===== src/rtl/gpmc_sync_burst.sv =====
// rtl/gpmc_sync_burst.sv - GPMC synchronous AD-muxed burst slave with pipelined host read path
module gpmc_sync_burst #(
    parameter int ADDR_WIDTH = 16,
    parameter int DATA_WIDTH = 16,
    parameter int RD_LATENCY = 2,
    parameter int MAX_BURST  = 8
) (
    input  logic                  gpmc_clk,
    input  logic                  rst,
    input  logic [DATA_WIDTH-1:0] gpmc_ad_in,
    output logic [DATA_WIDTH-1:0] gpmc_ad_out,
    output logic                  gpmc_ad_oe,
    input  logic                  gpmc_adv_n,
    input  logic                  gpmc_cs_n,
    input  logic                  gpmc_we_n,
    input  logic                  gpmc_oe_n,
    output logic                  gpmc_wait,
    output logic                  rd_en,
    output logic                  wr_en,
    output logic                  address_valid,
    output logic [ADDR_WIDTH-1:0] address,
    output logic [DATA_WIDTH-1:0] data_out,
    input  logic [DATA_WIDTH-1:0] data_in,
    output logic                  burst_err
);

    localparam int CW = $clog2(MAX_BURST + 1);
    localparam logic [CW-1:0]         MAX_CNT = CW'(MAX_BURST);
    localparam logic [RD_LATENCY-1:0] TAG_LSB = RD_LATENCY'(1);

    typedef enum logic [1:0] {IDLE, ADDR, WRITE, READ} state_t;

    state_t                  state;
    logic [CW-1:0]           beat_cnt;
    logic [ADDR_WIDTH-1:0]   addr_ptr;
    logic [RD_LATENCY-1:0]   rd_tag;

    logic active, beat_ok, wr_req, rd_req, rd_issue, rd_load;
    logic [RD_LATENCY-1:0] rd_tag_next;

    always_comb begin
        active   = !gpmc_cs_n && gpmc_adv_n;
        beat_ok  = beat_cnt < MAX_CNT;
        wr_req   = active && !gpmc_we_n && (state == ADDR || state == WRITE);
        rd_req   = active && !gpmc_oe_n &&
                   ((state == ADDR && gpmc_we_n) || state == READ);
        rd_issue = rd_req && beat_ok;
        // A tag reaching the top bit marks the edge its data_in is valid.
        rd_load  = active && state == READ && !gpmc_oe_n && rd_tag[RD_LATENCY-1];
        rd_tag_next = (rd_tag << 1) | (rd_issue ? TAG_LSB : '0);
    end

    always_ff @(negedge gpmc_clk or posedge rst) begin
        if (rst) begin
            state         <= IDLE;
            beat_cnt      <= '0;
            addr_ptr      <= '0;
            rd_tag        <= '0;
            gpmc_ad_out   <= '0;
            gpmc_ad_oe    <= 1'b0;
            gpmc_wait     <= 1'b0;
            rd_en         <= 1'b0;
            wr_en         <= 1'b0;
            address_valid <= 1'b0;
            address       <= '0;
            data_out      <= '0;
            burst_err     <= 1'b0;
        end else begin
            rd_en <= 1'b0;
            wr_en <= 1'b0;
            if (gpmc_cs_n) begin
                state         <= IDLE;
                address       <= '0;
                address_valid <= 1'b0;
                gpmc_ad_oe    <= 1'b0;
                gpmc_wait     <= 1'b0;
                rd_tag        <= '0;
            end else if (!gpmc_adv_n) begin
                state         <= ADDR;
                address       <= gpmc_ad_in[ADDR_WIDTH-1:0];
                addr_ptr      <= gpmc_ad_in[ADDR_WIDTH-1:0];
                address_valid <= 1'b1;
                beat_cnt      <= '0;
                burst_err     <= 1'b0;
                rd_tag        <= '0;
                gpmc_ad_oe    <= 1'b0;
                gpmc_wait     <= 1'b0;
            end else begin
                case (state)
                    ADDR: begin
                        if (!gpmc_we_n) begin
                            state <= WRITE;
                        end else if (!gpmc_oe_n) begin
                            state      <= READ;
                            gpmc_ad_oe <= 1'b1;
                            gpmc_wait  <= 1'b1;
                        end
                    end
                    READ: begin
                        if (gpmc_oe_n) begin
                            state      <= ADDR;
                            gpmc_ad_oe <= 1'b0;
                            gpmc_wait  <= 1'b0;
                        end else begin
                            gpmc_ad_oe <= 1'b1;
                        end
                    end
                    default: ;
                endcase

                if (state == READ && gpmc_oe_n)
                    rd_tag <= '0;
                else
                    rd_tag <= rd_tag_next;

                if (rd_load) begin
                    gpmc_ad_out <= data_in;
                    gpmc_wait   <= 1'b0;
                end

                // One beat per edge; wr_req and rd_req are mutually exclusive.
                if (wr_req || rd_req) begin
                    if (beat_ok) begin
                        wr_en    <= wr_req;
                        rd_en    <= rd_req;
                        address  <= addr_ptr;
                        addr_ptr <= addr_ptr + ADDR_WIDTH'(1);
                        beat_cnt <= beat_cnt + CW'(1);
                        if (wr_req)
                            data_out <= gpmc_ad_in;
                    end else begin
                        burst_err <= 1'b1;
                    end
                end
            end
        end
    end

endmodule


===== config.mk =====
export PLATFORM = sky130hd
export DESIGN_NAME = gpmc_sync_burst
export DESIGN_NICKNAME = d
export VERILOG_FILES = /design/src/rtl/gpmc_sync_burst.sv
export SDC_FILE = /design/constraint.sdc
export NUM_CORES = 1
export LEC_CHECK = 0
export BUFFER_PORTS_ARGS = -buffer_cell sky130_fd_sc_hd__buf_2
export CORE_ASPECT_RATIO = 1.25
export CORE_UTILIZATION = 25
export DETAILED_ROUTE_END_ITERATION = 8
export SYNTH_ARGS = -nofsm -noshare
export SYNTH_HDL_FRONTEND = slang
export SYNTH_SLANG_ARGS = --single-unit

===== constraint.sdc =====
create_clock -name gpmc_clk -period 3.22 [get_ports gpmc_clk]
set_clock_uncertainty 0.15 [all_clocks]
set_input_delay 0.483 -clock gpmc_clk [delete_from_list [all_inputs] [get_ports gpmc_clk]]
set_output_delay 0.483 -clock gpmc_clk [all_outputs]
set_load 0.01 [all_outputs]

Word level (Yosys, flattened, before mapping) --
Cells that the tools add are included.
Cells by class: add/subtract/negate cells 2, magnitude comparators 1, eq/ne operators 18, muxes and demuxes 44, bitwise logic cells 2, reduce and logical (&&, ||, !) cells 25
Operator list (count):
- $mux W16 | 7
- $mux W1 | 23
- $ne A5 B5 Y1 const B | 4
- $add A16 B1 Y16 const B | 1
- $mux W2 | 8
- $reduce_and A3 Y1 | 5
- $mux W4 | 3
- $ne A4 B4 Y1 const B | 3
- $logic_and A1 B1 Y1 | 11
- $ne A2 B1 Y1 const B | 3
- $ne A3 B1 Y1 const B | 2
- $ne A5 B1 Y1 const B | 1
- $reduce_and A5 Y1 | 1
- $add A4 B1 Y4 const B | 1
- $eq A2 B2 Y1 const B | 2
- $lt A4 B4 Y1 const B | 1
- $ne A4 B1 Y1 const B | 1
- $pmux W1 S2 | 2
- $pmux W2 S2 | 1
- $reduce_and A4 Y1 | 1
- $logic_not A1 Y1 | 3
- $logic_or A1 B1 Y1 | 3
- $eq A2 B1 Y1 const B | 1
- $ne A2 B2 Y1 const B | 1
- other kinds (3) | 3
Storage, ports and cells: bits in registers 78, input bits 38, output and inout bits 54, logic and storage cells 105

Longest topological paths before layout --
word-level depth 10, mapped depth 10, gate-level depth less buffers 7

==> report_table.html <==
<table>
<tr><th>Metric</th><th>Value</th></tr>
<tr><th colspan="2">Logic synthesis</th></tr>
<tr><td>Synth Cell Area</td><td>about 0.0038 mm2</td></tr>
<tr><td>Distinct cell type count of the synthesized netlist</td><td>58</td></tr>
<tr><td>Area share of and/or/nand/nor cells after synthesis</td><td>0.164</td></tr>
<tr><td>Mean post-synth cell area</td><td>~10 um2</td></tr>
<tr><td>Total of warnings raised by yosys</td><td>0</td></tr>
<tr><td>Multiplexer share of the synthesized area</td><td>0.0889</td></tr>
<tr><td>Adder and majority gate portion of the synthesized area</td><td>0.0163</td></tr>
<tr><td>#FFs+latches synth</td><td>78</td></tr>
<tr><td>Primary FF master, synth</td><td>sky130_fd_sc_hd__dfrtn_1</td></tr>
<tr><td>Post-synth net total</td><td>slightly above 400</td></tr>
<tr><td>Post-synth EDFFs</td><td>0</td></tr>
<tr><td>Post-synth ARST share</td><td>1.00</td></tr>
<tr><td>Mapped Cells</td><td>between 300 and 400</td></tr>
<tr><td>Combinational family with the most area after synthesis</td><td>compound AO/OA/AOI/OAI gates</td></tr>
<tr><td>Synth Area in XOR/XNOR</td><td>0</td></tr>
<tr><td>Compound-Gate Fraction of Synth Area</td><td>0.173</td></tr>
<tr><td>Sequential share of the synthesized area</td><td>0.510</td></tr>
<tr><th colspan="2">Clock tree</th></tr>
<tr><td>Clock transition at the register clock pins on the worst setup and hold paths after CTS</td><td>0.05 ns</td></tr>
<tr><td>Total clock sinks</td><td>78</td></tr>
<tr><td>Total number of H-tree levels</td><td>3</td></tr>
<tr><td>TritonCTS clock tree</td><td>built</td></tr>
<tr><td>CTS buffer count</td><td>9</td></tr>
<tr><td>Master cell of the clock root buffer</td><td>sky130_fd_sc_hd__clkbuf_16</td></tr>
<tr><td>Number of buffers inserted by hold repair at cts</td><td>0</td></tr>
<tr><td>Insertion delay of the later-clocked pin in the worst-skew pair</td><td>~0.34 ns</td></tr>
<tr><td>Post-CTS setup buffer count</td><td>0</td></tr>
<tr><td>Maximum buffer depth of the clock tree</td><td>2</td></tr>
<tr><th colspan="2">Final layout</th></tr>
<tr><td>Final cell count without fillers</td><td>667</td></tr>
<tr><td>Design Area, Final</td><td>between 0.005 and 0.006 mm2</td></tr>
<tr><td>Final #Nets</td><td>approximately 520</td></tr>
<tr><td>Area added between synthesis and finish</td><td>33.3%</td></tr>
<tr><td>Diode count</td><td>0</td></tr>
<tr><td>Share of layout cells above drive strength 1</td><td>0.379</td></tr>
<tr><th colspan="2">Drt</th></tr>
<tr><td>DRT antenna net count</td><td>0</td></tr>
<tr><td>DR DRC count</td><td>0</td></tr>
<tr><td>Total number of vias</td><td>between 3000 and 4000</td></tr>
<tr><td>Number of vias per cell</td><td>4.87</td></tr>
<tr><td>Detailed-router iteration count before antenna repair</td><td>4</td></tr>
<tr><td>Post-detailed-routing wire length</td><td>about 10000 um</td></tr>
<tr><td>Post-DR wirelength/cell</td><td>approximately 15 um</td></tr>
<tr><td>First DRT Iteration DRCs</td><td>roughly 150</td></tr>
<tr><th colspan="2">Critical path</th></tr>
<tr><td>Critical path class</td><td>in2reg</td></tr>
<tr><td>Cell type of the slowest stage on the worst timing path</td><td>sky130_fd_sc_hd__or3_4</td></tr>
<tr><td>Arrival @ worst endpoint</td><td>around 1.6 ns</td></tr>
<tr><td>Critical path buffer and inverter count</td><td>2</td></tr>
<tr><td>Cell family with most CP delay</td><td>simple AND/OR/NAND/NOR gates</td></tr>
<tr><td>Critical path's largest stage delay</td><td>0.35 ns</td></tr>
<tr><td>Crit Path Max Fanout</td><td>7</td></tr>
<tr><td>Series of cell instances along the critical path</td><td>buf_2 -&gt; or3_4 -&gt; or2_4 -&gt; clkinv_4 -&gt; nor2_4 -&gt; o221a_1</td></tr>
<tr><td>Endpoint kind of the worst setup timing path</td><td>register</td></tr>
<tr><td>Required time of the worst setup path</td><td>around 1.7 ns</td></tr>
<tr><td>Sort of element at the start of the critical path</td><td>primary input</td></tr>
<tr><th colspan="2">Timing</th></tr>
<tr><td>Number of hold-slack violations in the final timing report</td><td>0</td></tr>
<tr><td>Number of pins with negative max-slew slack in the final report</td><td>0</td></tr>
<tr><td>Worst slew margin</td><td>0.625</td></tr>
<tr><td>Actual slew at the worst max-slew pin</td><td>approximately 0.56 ns</td></tr>
<tr><td>RSZ-0062 raised after global routing</td><td>no</td></tr>
<tr><td># setup viols final</td><td>0</td></tr>
<tr><th colspan="2">Die</th></tr>
<tr><td>Floorplan die area</td><td>roughly 0.016 mm2</td></tr>
<tr><td>Initial standard-cell utilization of the core</td><td>0.256</td></tr>
<tr><td>Height of the die</td><td>between 100 and 150 um</td></tr>
<tr><td>Horizontal die dimension</td><td>about 110 um</td></tr>
<tr><td>Core area</td><td>approximately 0.015 mm2</td></tr>
<tr><td>Standard-cell row count</td><td>50</td></tr>
<tr><td>I/O pin total</td><td>92</td></tr>
<tr><th colspan="2">Placement</th></tr>
<tr><td>Count of placed standard cells including taps</td><td>651</td></tr>
<tr><td>Half-perimeter wire length of the detailed placement result</td><td>a little over 7000 um</td></tr>
<tr><td>Number of buffers added on ports</td><td>slightly above 90</td></tr>
<tr><td>Placement-stage cell area</td><td>between 0.004 and 0.005 mm2</td></tr>
<tr><td>Routability Congestion</td><td>roughly 0.81</td></tr>
<tr><th colspan="2">Power and ir drop</th></tr>
<tr><td>Power per standard cell area</td><td>561 mW/mm2</td></tr>
<tr><td>Clock network fraction of total power</td><td>0.376</td></tr>
<tr><td>Gate power share</td><td>0.194</td></tr>
<tr><td>Proportion of total power due to net switching</td><td>0.303</td></tr>
<tr><td>Leak pwr</td><td>between 2 and 3 nW</td></tr>
<tr><td>Internal power contribution</td><td>1.99 mW</td></tr>
<tr><td>Seq pwr share</td><td>0.430</td></tr>
<tr><td>Switching Power</td><td>866 uW</td></tr>
<tr><td>Worst supply voltage drop on vdd</td><td>0.300 mV</td></tr>
<tr><th colspan="2">Global route</th></tr>
<tr><td>Global-route usage over all layers</td><td>0.132</td></tr>
<tr><td>Initial antenna violation count</td><td>0</td></tr>
<tr><td>Remaining global-route overflow</td><td>0</td></tr>
<tr><td>Wire length of the first global-routing pass</td><td>around 17000 um</td></tr>
<tr><td>Maximum number of pins on one net before global-route repair</td><td>between 70 and 80</td></tr>
<tr><td>Vias in the first global route</td><td>~3300</td></tr>
<tr><th colspan="2">Hold path</th></tr>
<tr><td>Class of the most critical hold timing path</td><td>reg2reg</td></tr>
<tr><th colspan="2">Flow run</th></tr>
<tr><td>Max Cap Violations</td><td>0</td></tr>
<tr><th colspan="2">Outcome</th></tr>
<tr><td>Status</td><td>completed</td></tr>
</table>
## worst min-delay path: stages (launching register included)
cell and delay [ns]:
sky130_fd_sc_hd__dfrtn_1 0.40, sky130_fd_sc_hd__nand2_1 0.05, sky130_fd_sc_hd__nand2_1 0.06
## state kept, by name, indices dropped and copies added (netlist names)
name / cells
addr_ptr: 16
address: 16
data_out: 16
gpmc_ad_out: 16
beat_cnt: 4
rd_tag: 2
state: 2
address_valid: 1
burst_err: 1
gpmc_ad_oe: 1
gpmc_wait: 1
rd_en: 1
wr_en: 1
## cells by family (layout without fill, tap and decap cells)
family          Yosys count  count (layout)
compound gates           88              88
buf+inv                  35             150
flops                    78              78
mux                      32              32
simple gates            132             132
fa+ha+maj                 5               5
## path summary, 6_finish.rpt
check	endpoint	cells past startpoint	slack (ns)	start
max in group asynchronous	gpmc_ad_out[14]	3	0.93	rst
min	data_out[12]	2	0.27	data_out[12]
min reg2reg	data_out[12]	2	0.27	data_out[12]
min in group asynchronous	gpmc_wait	3	1.58	rst
max	addr_ptr[8]	6	0.03	gpmc_we_n
max reg2reg	addr_ptr[8]	7	1.03	state[1]
## layout by cell type, fill, tap and decap left out, types with 6 or more instances in the layout
master,n
sky130_fd_sc_hd__buf_2,90
sky130_fd_sc_hd__dfrtn_1,78
sky130_fd_sc_hd__nand2_1,57
sky130_fd_sc_hd__buf_4,29
sky130_fd_sc_hd__nor2_1,24
sky130_fd_sc_hd__a21oi_1,19
sky130_fd_sc_hd__a211oi_1,17
sky130_fd_sc_hd__mux2_2,16
sky130_fd_sc_hd__mux2i_1,16
sky130_fd_sc_hd__clkbuf_16,9
sky130_fd_sc_hd__and3_1,8
sky130_fd_sc_hd__o21ai_0,8
sky130_fd_sc_hd__inv_1,7
sky130_fd_sc_hd__nand4_1,6
sky130_fd_sc_hd__nor3_1,6
## per-layer routing
metal,part of all wire,vias to the layer above,global-route usage
met2,0.48,101,0.215
li1,-,1560,-
met3,0.042,16,0.0290
met5,0,-,0
met1,0.46,1572,0.170
met4,0.018,0,0.0498
## synth_stat cells (all sizes together), types with 7 or more instances
cell     n  area [um2]
inv      8        30.0
nor2    27         104
buf     15         109
mux2    16         180
o21ai    9        45.0
nor3     7        35.0
clkbuf  10        37.5
and3     8        50.1
nand2   58         218
a211oi  18         140
dfrtn   78        1950
mux2i   16         160
a21oi   20         104
## per-stage QoR
step	utilization	total power [mW]	hold WS (ns)	worst slack, ns	setup TNS [ns]
final	0.341	2.86	0.271	0.0334	0
after global routing	0.341	3.02	0.286	0.00264	0
after CTS	0.340	2.90	0.272	0.0195	0
after detailed placement	0.319	1.80	0.268	-0.371	-19.07
after global placement	0.319	1.78	0.265	-0.333	-16.68
after floorplan	-	1.57	0.262	-0.319	-6.71
## area by class of cell
cell class              instances  area, um2
inverters                      10       46.3
flip-flops and latches         78       1950
multi-input cells             257       1800
well taps                     182        228
clock inverters                 7       86.3
repair buffers                124        768
clock buffers                   9        225
fillers                      1491       9850
## power groups by stage
stage	combinational [mW]	sequential, mW	clock (mW)
2_1_floorplan	0.310	1.26	0
3_3_place_gp	0.543	1.24	0
3_5_place_dp	0.557	1.24	0
4_1_cts	0.557	1.23	1.11
5_1_grt	0.619	1.25	1.15
6_report	0.555	1.23	1.08
## what timing repair did
item,4_1_cts,5_1_grt
pin swaps,0,2
gates cloned,0,0
gates resized for setup,1,5
endpoints found under the setup margin,1,12
(Power assumes the default switching activity.)
